## config.mk

```make
export PLATFORM = sky130hd
export DESIGN_NAME = debounce_bank
export DESIGN_NICKNAME = d
export VERILOG_FILES = /design/src/rtl/debounce_bank.sv
export SDC_FILE = /design/constraint.sdc
export NUM_CORES = 1
export LEC_CHECK = 0
export CAP_MARGIN = 20
export CORE_UTILIZATION = 47
export CTS_BUF_LIST = sky130_fd_sc_hd__clkbuf_4
export DETAILED_ROUTE_END_ITERATION = 16
export HOLD_SLACK_MARGIN = 0.12
export PLACE_DENSITY = 0.7
export SLEW_MARGIN = 20
export SYNTH_ARGS = -nofsm -noshare
export SYNTH_HDL_FRONTEND = slang
export SYNTH_SLANG_ARGS = --single-unit
```

## constraint.sdc

```tcl
create_clock -name clk -period 1.7 [get_ports clk]
set_input_delay 0.255 -clock clk [delete_from_list [all_inputs] [get_ports clk]]
set_output_delay 0.255 -clock clk [all_outputs]
set_load 0.01 [all_outputs]
```

## src/rtl/debounce_bank.sv

```systemverilog
// Multi-channel input conditioner: two-flop synchroniser, shared prescaled
// sample strobe, and per-channel hold-count debounce with rise/fall strobes.
module debounce_bank #(
  parameter int CHANNELS = 2,
  parameter int PRESCALE = 16,
  parameter int HOLD     = 4
) (
  input  logic                clk,
  input  logic                reset,
  input  logic [CHANNELS-1:0] in,
  output logic [CHANNELS-1:0] out,
  output logic [CHANNELS-1:0] rise,
  output logic [CHANNELS-1:0] fall,
  output logic                tick
);

  localparam int PW = (PRESCALE > 1) ? $clog2(PRESCALE) : 1;
  localparam int CW = (HOLD > 1) ? $clog2(HOLD) : 1;
  localparam logic [PW-1:0] P_LAST = PW'(PRESCALE - 1);
  localparam logic [CW-1:0] C_LAST = CW'(HOLD - 1);

  logic [CHANNELS-1:0] s1;
  logic [CHANNELS-1:0] s2;
  logic [PW-1:0]       p;
  logic [CW-1:0]       c [CHANNELS];

  always_ff @(posedge clk) begin
    if (reset) begin
      s1 <= '0;
      s2 <= '0;
    end else begin
      s1 <= in;
      s2 <= s1;
    end
  end

  always_ff @(posedge clk) begin
    if (reset)
      p <= '0;
    else if (p == P_LAST)
      p <= '0;
    else
      p <= p + 1'b1;
  end

  // Masked during reset so a PRESCALE of 1 still shows tick low while held in reset.
  assign tick = !reset && (p == P_LAST);

  always_ff @(posedge clk) begin
    if (reset) begin
      out  <= '0;
      rise <= '0;
      fall <= '0;
      for (int i = 0; i < CHANNELS; i++)
        c[i] <= '0;
    end else begin
      rise <= '0;
      fall <= '0;
      if (tick) begin
        for (int i = 0; i < CHANNELS; i++) begin
          if (s2[i] == out[i]) begin
            c[i] <= '0;
          end else if (c[i] == C_LAST) begin
            out[i]  <= s2[i];
            c[i]    <= '0;
            rise[i] <= s2[i];
            fall[i] <= ~s2[i];
          end else begin
            c[i] <= c[i] + 1'b1;
          end
        end
      end
    end
  end

endmodule
```

==> metrics.csv <==
stage;metric;value;unit
outcome;status;finished, final reports clean;
placement;hpwl dp;768;microns
clocking;H-Tree Depth;1;
synthesis;Yosys warning count;0;
floorplanning;Die Y;42.3;microns
route;final WL;1080;microns
clocking;clock buffer depth;2;
placement;placed cell area;891;sq um
final_layout;share of cells above drive strength 1;26.3;%
synthesis;Mapped Area;763;sq um
global_routing;vias in the first global route;385;
route;vias;470;
synthesis;mux contribution to synthesized area;2.62;%
hold_path;Hold WC Path Type;reg2reg;
synthesis;post-synthesis simple-gate area fraction;27.4;%
synthesis;Synth Area in Compound Gates;4.26;%
floorplanning;Die X;42.3;microns
final_layout;commonest non-fill, non-tap cells in the layout;dfxtp_1, clkdlybuf4s50_1, nor2_1, nor3b_2, buf_4;
sta;final setup fails;0;
power;peak supply drop;0.510;mV
sta;unrepaired setup endpoints after global routing;no;
synthesis;Synth Instances;61;
floorplanning;core box area;1510;sq um
sta;worst hold slack;437;ps
power;PD cells;792;nW/um^2
route;Final ANT Viol Nets;0;
critical_path;WS Path Type;reg2out;
route;via-per-instance ratio;5.11;
floorplanning;Initial Utilization;50.7;%
synthesis;largest family of logic cells by synthesized area;simple AND/OR/NAND/NOR gates;
sta;fmax;0.625;GHz
global_routing;grt ovf;0;
sta;Clock Skew;3.52;ps
synthesis;share of the yosys chip area belonging to registers;52.5;%
final_layout;synth-to-layout area growth;20.2;%
clocking;worst skew pair latency;300;ps
critical_path;critical path launch point type;flop;
final_layout;Fillers;128;
clocking;Clock transition at path regs;100;ps
route;initial DRC count;11;
placement;Placed Cells;88;
clocking;CTS buffer count;3;
sta;slew at the pin with the worst max-slew slack;250;ps
synthesis;XOR/XNOR share of the synthesized area;3.44;%
critical_path;Critical Path AT;1350;ps
route;# DRC;0;
power;Final Power;726;uW
floorplanning;area of the die;1790;sq um
final_layout;Final Cell Area;917;sq um
clocking;CTS root buf;clkbuf_4;
final_layout;# diodes;0;
placement;IO buf count;10;
clocking;CTS tree;done;
clocking;Setup Buffers After CTS;0;
final_layout;nets;84;
synthesis;Post-Synth Adder-Cell Area;4.92;%
synthesis;Mean Syn Cell Area;12.5;sq um
final_layout;post-route insts no fill;92;
route;WL/cell;11.8;microns
floorplanning;I/O pins;11;
synthesis;number of enable flip-flop cells after synthesis;4;
critical_path;R2R setup slack;330;ps
sta;crit path time final;1600;ps
global_routing;initial antenna violation count;0;
floorplanning;Row Count;14;
power;Pleak;0.000396;uW
final_layout;commonest non-fill, non-tap cell in the layout;dfxtp_1;
placement;placer congestion estimate;0.692;
final_layout;fin util;60.9;%
synthesis;syn_nets;68;
run;Max-cap violations;0;
critical_path;Max FO, Critical Path;4;
route;drt first pass iters;4;
global_routing;gr usage total;13.8;%
sta;fin crit share;94.2;%
global_routing;global-route wire length before repair;1740;microns
sta;Final Max Slew Viols;0;
synthesis;#FFs+latches synth;18;
synthesis;Distinct cells, synth;24;
synthesis;Post-synth ARST share;0;%
critical_path;Worst Setup End Kind;output port;
sta;Final Hold Fails;0;
sta;max_slew headroom;83.3;%
critical_path;Data required, critical path;1440;ps
synthesis;predominant post-synthesis flop cell;dfxtp_1;
clocking;clk sink count;18;
global_routing;largest net degree at the start of global routing;11;
[logic make-up (layout without fill, tap and decap cells)]
kind of cell / Yosys count / in the layout
XOR/XNOR: 3 / 3
AND/OR/NAND/NOR: 24 / 24
flip-flops: 18 / 18
buffers and inverters: 6 / 21
adder cells (fa/ha/maj): 3 / 3
AO/OA/AOI/OAI: 5 / 5
multiplexers: 2 / 2
[final cells by class]
type                    instances  area (sq um)  share of cell area, %
multi-input cells              37           325                   35.5
well taps                      16          20.0                   2.18
inverters                       2          7.51                  0.819
repair buffers                 15           136                   14.9
clock buffers                   3          22.5                   2.46
clock inverters                 1          3.75                  0.409
flip-flops and latches         18           402                   43.8
[path summary, 6_finish.rpt]
check,startpoint,end,cells after the start
min reg2reg,p[0],p[0],1
max,p[0],tick,3
min,p[0],p[0],1
max reg2reg,p[0],c[0][1],4
[Yosys cell counts (all sizes together), types with 3 or more instances]
master  count  share of area, %
nor2        5               2.5
buf         3               3.4
nor3b       5               8.2
edfxtp      4                16
nand2       3               4.4
nor2b       4               3.3
dfxtp      14                37
ha          3               4.9
[layer usage]
layer	global-route usage [%]	share of wire, %
met1	19.3	51
met2	17.2	42
met3	2.59	3.6
met4	13.1	2.9
met5	0	0
[report_power, final]
group / internal [uW] / leakage [uW] / switching, uW / total, uW
Clock: 85.5 / 0.0000154 / 133 / 219
Sequential: 450 / 0.000156 / 9.04 / 459
Combinational: 25.6 / 0.000225 / 22.3 / 47.9
[timing repair]
item / 4_1_cts / 5_1_grt
endpoints found under the setup margin: 1 / 0
hold buffers: 0 / 0
resized for setup: 2 / 0
[sequential cells by signal (all words and copies together) (netlist names)]
signal and flops:
c 4, fall 2, out 2, p 4, rise 2, s1 2
s2 2
[metrics by stage]
step	TNS (ps)	setup WS, ps
after floorplan	0	286
after global placement	-40.3	-40.3
after detailed placement	-44.6	-44.6
after CTS	0	76.6
after global routing	0	27.0
final	0	99.0
[critical path, stage by stage (launching register included)]
cell and delay (ps):
dfxtp_2 350, ha_1 210, and4b_1 220, dlygate4sd2_1 280
Note: power is estimated with default switching activity, not from simulation.
